==> src/rtl/pipe_adder.sv <==
// Chunked, valid/ready pipelined adder/subtractor.
// One CHUNK-bit slice per stage, with operand skew and sum deskew.
module pipe_adder #(
  parameter int WIDTH = 16,
  parameter int CHUNK = 4
) (
  input  logic             clk,
  input  logic             rst_n,
  input  logic             in_valid,
  output logic             in_ready,
  input  logic [WIDTH-1:0] a,
  input  logic [WIDTH-1:0] b,
  input  logic             cin,
  input  logic             sub,
  output logic             out_valid,
  input  logic             out_ready,
  output logic [WIDTH-1:0] s,
  output logic             cout,
  output logic             ovf
);

  localparam int LAT = WIDTH / CHUNK;

  logic [WIDTH-1:0] bx;
  logic             c0;
  logic             adv;
  logic             last_vld;
  logic             last_cy;
  logic             last_ovf;
  logic [WIDTH-1:0] last_sum;

  assign bx        = sub ? ~b : b;
  assign c0        = cin ^ sub;
  assign adv       = !last_vld || out_ready;
  assign in_ready  = adv;
  assign out_valid = last_vld;
  assign s         = last_sum;
  assign cout      = last_cy;
  assign ovf       = last_ovf;

  for (genvar k = 0; k < LAT; k++) begin : stg
    localparam int SW = (k + 1) * CHUNK;

    logic [CHUNK-1:0] oa;
    logic [CHUNK-1:0] ob;
    logic             ci;
    logic             vin;
    logic [CHUNK:0]   t;
    logic [SW-1:0]    sum_n;
    logic [SW-1:0]    sum;
    logic             vld;
    logic             cy;

    if (k == 0) begin : g_in
      assign oa    = a[CHUNK-1:0];
      assign ob    = bx[CHUNK-1:0];
      assign ci    = c0;
      assign vin   = in_valid;
      assign sum_n = t[CHUNK-1:0];
    end else begin : g_in
      assign oa    = stg[k-1].g_hi.ha[CHUNK-1:0];
      assign ob    = stg[k-1].g_hi.hb[CHUNK-1:0];
      assign ci    = stg[k-1].cy;
      assign vin   = stg[k-1].vld;
      assign sum_n = {t[CHUNK-1:0], stg[k-1].sum};
    end

    assign t = {1'b0, oa} + {1'b0, ob}
             + {{CHUNK{1'b0}}, ci};

    always_ff @(posedge clk or negedge rst_n) begin
      if (!rst_n) begin
        vld <= 1'b0;
        cy  <= 1'b0;
        sum <= '0;
      end else if (adv) begin
        vld <= vin;
        cy  <= t[CHUNK];
        sum <= sum_n;
      end
    end

    if (k < LAT - 1) begin : g_hi
      // Operand chunks not yet consumed ride along, LSB-aligned.
      localparam int HW = WIDTH - SW;

      logic [HW-1:0] ha;
      logic [HW-1:0] hb;
      logic [HW-1:0] ha_n;
      logic [HW-1:0] hb_n;

      if (k == 0) begin : g_src
        assign ha_n = a[WIDTH-1:CHUNK];
        assign hb_n = bx[WIDTH-1:CHUNK];
      end else begin : g_src
        assign ha_n = stg[k-1].g_hi.ha[HW+CHUNK-1:CHUNK];
        assign hb_n = stg[k-1].g_hi.hb[HW+CHUNK-1:CHUNK];
      end

      always_ff @(posedge clk or negedge rst_n) begin
        if (!rst_n) begin
          ha <= '0;
          hb <= '0;
        end else if (adv) begin
          ha <= ha_n;
          hb <= hb_n;
        end
      end
    end else begin : g_out
      logic ov;

      always_ff @(posedge clk or negedge rst_n) begin
        if (!rst_n) begin
          ov <= 1'b0;
        end else if (adv) begin
          ov <= (oa[CHUNK-1] == ob[CHUNK-1])
             && (t[CHUNK-1] != oa[CHUNK-1]);
        end
      end

      assign last_vld = vld;
      assign last_cy  = cy;
      assign last_sum = sum;
      assign last_ovf = ov;
    end
  end

endmodule

==> config.mk <==
export PLATFORM = sky130hd
export DESIGN_NAME = pipe_adder
export DESIGN_NICKNAME = d
export VERILOG_FILES = /design/src/rtl/pipe_adder.sv
export SDC_FILE = /design/constraint.sdc
export NUM_CORES = 1
export LEC_CHECK = 0
export CORE_MARGIN = 2
export CORE_UTILIZATION = 59
export CTS_CLUSTER_DIAMETER = 150
export DETAILED_ROUTE_END_ITERATION = 10
export PLACE_DENSITY = 0.82
export SYNTH_ARGS = -nofsm -noshare
export SYNTH_HDL_FRONTEND = slang
export SYNTH_SLANG_ARGS = --single-unit
==> constraint.sdc <==
create_clock -name clk -period 3.15 [get_ports clk]
set_clock_uncertainty 0.2 [all_clocks]
set_input_delay 0.63 -clock clk [delete_from_list [all_inputs] [get_ports clk]]
set_output_delay 0.63 -clock clk [all_outputs]
set_load 0.01 [all_outputs]
==> impl_metrics.csv, run 1 <==
group,metric,value,unit
outcome,status,"finished clean",
placed_design,finalWeightedCongestion,0.777,
worst_setup_path,reg2regPathDepth,5,
clock_network,cts_buffer_depth,2,
timing,setup_viol,0,
global_routing,grt_pass1_wl,13000,um
synth,syn_area,4320,um2
synth,netlist_instances,462,
synth,yosysSeqAreaShare,0.562,
worst_setup_path,cp-end-kind,"output pin",
power,cellPowerDensity,915,nW/um2
worst_setup_path,crit_chain,"clkdlybuf4s50_1 > nor2b_4 > inv_2 > clkdlybuf4s50_1",
floorplan,core_area,7180,um2
floorplan,dieArea,8020,um2
floorplan,dieWidth,89.6,um
worst_setup_path,ff2ff_setup_slack,1060,ps
layout,layout_common_cells,"nand2_1, dfrtp_1, clkdlybuf4s50_1",
layout,diodes,0,
global_routing,first_global_vias,2896,
worst_setup_path,worstSetupPathType,"input port to output pin",
floorplan,start_util,0.602,
routing,dr.pass1.iters,5,
worst_setup_path,crit_arrival,1840,ps
routing,first_iter_violations,253,
worst_setup_path,cp_common_cell,"clkdlybuf4s50_1",
timing,drv_slew,0,
worst_setup_path,crit_start,"out_ready",
worst_setup_path,critPathRequiredTime,2320,ps
layout,fill_cells,543,
synth,synth_top_family_by_area,"simple AND/OR/NAND/NOR gates",
routing,via_count,3053,
clock_network,insertion_delay,360,ps
clock_network,htreeDepth,3,
global_routing,grt-ovfl-total,0,
layout,post_route_cells_drive_above_1_share,0.0426,
synth,synth-adder-area-share,0.0718,
timing,fin_tns_setup,0,ps
synth,synth_compound_area_frac,0.0602,
layout,nets,569,
routing,wl_per_cell,12.2,um
worst_setup_path,r2r_end,"cout$_DFFE_PN0P_",
timing,period_needed,2670,ps
synth,synth_seq_cells,97,
clock_network,cts_resized,0,
routing,final_antenna_net_count,0,
clock_network,cts-buffers-inserted,9,
routing,route.detailed.drc,0,
layout,area_growth,19.5,%
layout,seq_area,2430,um2
worst_setup_path,max_stage_delay,540,ps
clock_network,ctsHoldBuffers,0,
power,report.power.total,4.73,mW
floorplan,ios,58,
timing,rsz0062_at_grt,"false",
floorplan,die_h,89.6,um
timing,setup_ws,484,ps
global_routing,antenna_found_initial,0,
placed_design,place.port_buffers,57,
clock_network,cts_sinks,97,
synth,synthMuxAreaShare,0.00695,
routing,avgViaCountPerCell,4.96,
job,maxCapViolCount,0,
timing,hold_viol_final,0,
worst_setup_path,startpoint_type,"input port",
clock_network,cts_setup_buffers,0,
worst_setup_path,path_max_fanout,2,
power,p_leak,2.57,nW
timing,clock.fmax,375,MHz
timing,worst_slew_pin_slew,640,ps
timing,relSlewSlack,0.573,
worst_setup_path,r2r-start,"stg[2].cy$_DFFE_PN0P_",
floorplan,row_count,31,
synth,yosys.cell_types.count,27,
layout,layout_commonest_cell,"nand2_1",
global_routing,grtUsageTotal,0.215,
worst_setup_path,cp_slowest_cell,"clkdlybuf4s50_1",
clock_network,cts-root-buf,"clkbuf_8",
clock_network,clkTransAtPathRegs,90,ps
timing,finalCritPeriodShare,0.846,
synth,syn_nets,520,
layout,multiInputGateArea,1730,um2
clock_network,cts_tree,"built",
placed_design,pre_cts_slack,146,ps
synth,ys_warn_count,0,
global_routing,grt_max_degree,108,
synth,synth_area_per_cell,9.35,um2
min_path,min_path_type,"input port to asynchronous set/reset pin",
power,ir_drop,0.363,mV
synth,synth-simple-area-share,0.222,
routing,drt_wl_total,7480,um
synth,synth_xor_area_frac,0.0405,
placed_design,post-dp-hpwl,4920,um
registers in the layout, indices dropped and copies added (netlist names):
register     count
stg.g_hi.ha     24
stg.sum         24
stg.g_hi.hb     24
cout             1
out_valid        1
ovf              1
stg.cy           3
stg.vld          3
s               16
worst max-delay path, delay by kind of cell:
family	cells	cell delay [ps]
buffers and inverters	3	1140
and+or+nand+nor	1	60
metrics by stage:
| step | cell area (um2) | instances | util | hold WS [ps] |
|---|---|---|---|---|
| 2_1_floorplan | 4320 | 462 | - | 134 |
| 3_3_place_gp | 4960 | 599 | 0.691 | 245 |
| 3_5_place_dp | 4960 | 599 | 0.691 | 247 |
| 5_1_grt | 5160 | 615 | 0.720 | 133 |
| 4_1_cts | 5160 | 615 | 0.720 | 111 |
| 6_report | 5160 | 615 | 0.720 | 92.8 |
worst max path at each step:
stage / depth (start not counted) / to / slack (ps)
after global placement: 7 / stg[0].cy$_DFFE_PN0P_ / 220
after global routing: 7 / stg[0].cy$_DFFE_PN0P_ / 420
after CTS: 4 / in_ready / 470
after detailed placement: 7 / stg[0].cy$_DFFE_PN0P_ / 150
after floorplan: 8 / stg[0].cy$_DFFE_PN0P_ / 480
final: 4 / in_ready / 480
area by class of cell:
cell class / instances / share of cell area
multi-input cells: 332 / 0.336
well taps: 99 / 0.0240
repair buffers: 61 / 0.123
inverters: 10 / 0.00727
clock buffers: 12 / 0.0300
clock inverters: 4 / 0.00993
flip-flops and latches: 97 / 0.470
cells in the mapped netlist:
master / n / area share
o31ai_1: 1 / 0.0017
a211oi_1: 2 / 0.0035
a21o_1: 5 / 0.0087
nand3_1: 4 / 0.0046
xnor2_1: 14 / 0.028
or4_1: 3 / 0.0052
a21oi_1: 12 / 0.014
inv_2: 1 / 0.00087
nand2_1: 226 / 0.20
o21ai_0: 18 / 0.021
ha_1: 12 / 0.035
buf_6: 1 / 0.0026
fa_1: 8 / 0.037
a21boi_0: 2 / 0.0035
mux2i_1: 3 / 0.0070
inv_1: 9 / 0.0078
xor2_1: 6 / 0.012
buf_2: 16 / 0.019
o2111ai_1: 3 / 0.0061
nor2b_1: 4 / 0.0058
nor2b_4: 1 / 0.0032
nand2b_1: 1 / 0.0014
buf_4: 2 / 0.0035
clkbuf_1: 4 / 0.0035
o41ai_1: 1 / 0.0020
dfrtp_1: 97 / 0.56
nor2_1: 6 / 0.0052
power breakdown:
group | internal (mW) | total (mW) | switching, mW | leakage [nW]
clock network | 0.411 | 0.814 | 0.404 | 0.103
logic | 0.836 | 1.80 | 0.962 | 1.29
registers | 1.80 | 2.11 | 0.317 | 1.18
total | 3.04 | 4.73 | 1.68 | 2.57
per-layer routing:
metal  vias to the layer above  global-route usage  part of all wire
met3                        10              0.0356             0.039
met4                         0               0.106             0.018
met2                        73               0.348              0.49
met5                         -                   0                 0
li1                       1550                   -                 -
met1                      1420               0.285              0.45
cell families after synthesis:
logic type,after synthesis
buffers and inverters,33
adder cells (fa/ha/maj),20
AO/OA/AOI/OAI,44
multiplexers,3
flip-flops,97
AND/OR/NAND/NOR,245
XOR/XNOR,20
(Power assumes the default switching activity.)
==> run 2: changes to the inputs <==
--- a/config.mk
+++ b/config.mk
@@ -6,10 +6,10 @@
 export NUM_CORES = 1
 export LEC_CHECK = 0
 export CORE_MARGIN = 2
-export CORE_UTILIZATION = 59
+export CORE_UTILIZATION = 55
 export CTS_CLUSTER_DIAMETER = 150
 export DETAILED_ROUTE_END_ITERATION = 10
-export PLACE_DENSITY = 0.82
+export PLACE_DENSITY = 0.77
 export SYNTH_ARGS = -nofsm -noshare
 export SYNTH_HDL_FRONTEND = slang
 export SYNTH_SLANG_ARGS = --single-unit
==> constraint.sdc (replaced) <==
create_clock -name clk -period 2.7 [get_ports clk]
set_clock_uncertainty 0.2 [all_clocks]
set_input_delay 0.54 -clock clk [delete_from_list [all_inputs] [get_ports clk]]
set_output_delay 0.54 -clock clk [all_outputs]
set_load 0.01 [all_outputs]
==> run 2 against run 1 <==
  * Sequential cell count did not move
  * Global-route usage fell by 1.5 points
  * Clock power rose by 25%
  * Combinational power rose by 16%
  * Final area rose by 1.1%
  * Register-to-register slack got worse by 420 ps
  * Hold slack improved by 180 ps
  * Sequential share of layout area fell by 0.50 points
  * Non-clock buffer count rose by 5
  * Via count fell by 0.33%
  * Die area rose by 6.9%
  * Sequential power rose by 17%
==> impl_metrics.csv, run 2 (synthesized netlist as in run 1, its figures left out) <==
group,metric,value,unit
worst_setup_path,cp-end-kind,"register",
timing,hold_viol_final,0,
clock_network,htreeDepth,3,
routing,avgViaCountPerCell,4.88,
timing,setup_viol,0,
power,p_sw,1.98,mW
floorplan,row_count,32,
layout,layout_common_cells,"nand2_1, dfrtp_1, clkdlybuf4s50_1",
routing,dr.pass1.iters,4,
routing,via_count,3043,
power,p_leak,2.60,nW
worst_setup_path,crit_arrival,2630,ps
worst_setup_path,r2r-start,"stg[2].cy$_DFFE_PN0P_",
power,switching_share,0.354,
floorplan,ios,58,
min_path,min_path_type,"register to register",
timing,relSlewSlack,0.718,
routing,wl_per_cell,12.3,um
routing,first_iter_violations,248,
clock_network,cts-buffers-inserted,9,
layout,diodes,0,
worst_setup_path,reg2regPathDepth,5,
layout,nets,574,
global_routing,antenna_found_initial,0,
clock_network,cts-root-buf,"clkbuf_8",
worst_setup_path,r2r_end,"cout$_DFFE_PN0P_",
global_routing,grt_pass1_wl,13700,um
placed_design,place_inst,606,
layout,fill_cells,629,
layout,area_growth,20.8,%
placed_design,finalWeightedCongestion,0.772,
power,report.power.total,5.58,mW
power,power_frac_comb,0.374,
global_routing,grt_max_degree,108,
clock_network,clkTransAtPathRegs,90,ps
timing,drv_slew,0,
power,cellPowerDensity,1070,nW/um2
min_path,min_path_cells,2,
worst_setup_path,startpoint_type,"input port",
timing,worst_slew_pin_slew,424,ps
worst_setup_path,ff2ff_setup_slack,640,ps
routing,route.detailed.drc,0,
outcome,status,"finished clean",
placed_design,place.port_buffers,57,
clock_network,cts_tree,"built",
routing,m1WireLength,3590,um
worst_setup_path,worstSetupPathType,"input port to register",
worst_setup_path,critPathRequiredTime,2730,ps
min_path,min_from,"stg[0].g_hi.ha[5]$_DFFE_PN0P_",
routing,top_layer,"met4",
power,internal-power,3.60,mW
routing,dr_wl_met2,3720,um
global_routing,grtUsageTotal,0.201,
routing,drt_wl_total,7650,um
power,power_frac_clock,0.183,
timing,finalCritPeriodShare,0.963,
worst_setup_path,path_max_fanout,4,
floorplan,dieWidth,92.6,um
job,maxCapViolCount,0,
clock_network,insertion_delay,350,ps
timing,period_needed,2600,ps
global_routing,first_global_vias,3070,
clock_network,cts_sinks,97,
layout,post_route_cells_drive_above_1_share,0.0499,
floorplan,die_h,92.6,um
floorplan,start_util,0.562,
floorplan,dieArea,8580,um2
timing,clock.fmax,385,MHz
clock_network,cts_buffer_depth,2,
floorplan,core_area,7690,um2
layout,final-instance-count-excl-fill,623,
min_path,hold_end,"stg[0].g_hi.ha[5]$_DFFE_PN0P_",
timing,rsz0062_at_grt,"false",
global_routing,grt-ovfl-total,0,
routing,route.met3.wl,230,um
layout,layout_commonest_cell,"nand2_1",
routing,final_antenna_net_count,0,
layout,top_regs,"stg.g_hi.ha: 24 flops, stg.g_hi.hb: 24 flops, stg.sum: 24 flops",
power,ir_drop,0.882,mV
power,pwr-share-seq,0.443,
placed_design,post-dp-hpwl,5050,um
==> run 2: changes by cell type in the layout (fill, tap and decap cells not counted) <==
cell	change
buf_4	+4
clkbuf_8	-2
bufinv_16	+1
dlygate4sd3_1	+1
inv_6	+1
==> run 2: worst max-delay path by stage <==
stage	cells after the start	startpoint	end	slack, ps
after floorplan	8	sub	stg[0].cy$_DFFE_PN0P_	120
after global placement	7	sub	stg[0].cy$_DFFE_PN0P_	-210
after detailed placement	7	sub	stg[0].cy$_DFFE_PN0P_	-250
after CTS	7	sub	stg[0].cy$_DFFE_PN0P_	90
after global routing	7	sub	stg[0].cy$_DFFE_PN0P_	40
final	7	sub	stg[0].cy$_DFFE_PN0P_	100
==> run 2: critical path, stage by stage <==
cell and delay [ps]:
clkdlybuf4s50_1 570, xor2_1 250, fa_1 440, fa_1 410, a21o_1 200, a21oi_1 140, a21oi_1 80
==> run 2: per-layer routing <==
layer,GRT usage,vias up
li1,-,1554
met1,0.274,1431
met2,0.332,46
met3,0.0301,12
met4,0.0699,0
met5,0,-
==> run 2: final cells by class <==
class,count,area [um2],share of cell area
sequential,97,2430,0.465
timing repair buffer,66,676,0.129
tap,102,128,0.0244
clock inverter,6,90.1,0.0173
inverter,10,37.5,0.00719
multi-input combinational,332,1730,0.332
clock buffer,10,128,0.0244
==> run 2: per-stage QoR <==
| step | setup TNS (ps) | util | cell area, um2 | setup WS (ps) | hold slack (ps) |
|---|---|---|---|---|---|
| 4_1_cts | 0 | 0.679 | 5220 | 94.5 | 274 |
| 3_3_place_gp | -495 | 0.649 | 4990 | -215 | 249 |
| 3_5_place_dp | -675 | 0.649 | 4990 | -250 | 254 |
| 6_report | 0 | 0.679 | 5220 | 101 | 272 |
| 5_1_grt | 0 | 0.679 | 5220 | 42.0 | 297 |
| 2_1_floorplan | 0 | - | 4320 | 123 | 44.4 |
==> run 2: power by group through the flow <==
| stage | Combinational [mW] | Clock, mW | Sequential, mW |
|---|---|---|---|
| 2_1_floorplan | 1.38 | 0 | 2.48 |
| 3_3_place_gp | 2.01 | 0 | 2.47 |
| 3_5_place_dp | 2.09 | 0 | 2.50 |
| 5_1_grt | 2.41 | 1.10 | 2.56 |
| 4_1_cts | 2.11 | 1.04 | 2.47 |
| 6_report | 2.09 | 1.02 | 2.47 |
==> run 2: repair_timing <==
action                                  in CTS  in global routing
setup buffers                                0                  0
resized for setup                            0                  0
endpoints found under the setup margin       0                  0
hold buffers                                 1                  0
endpoints found under the hold margin       23                  0
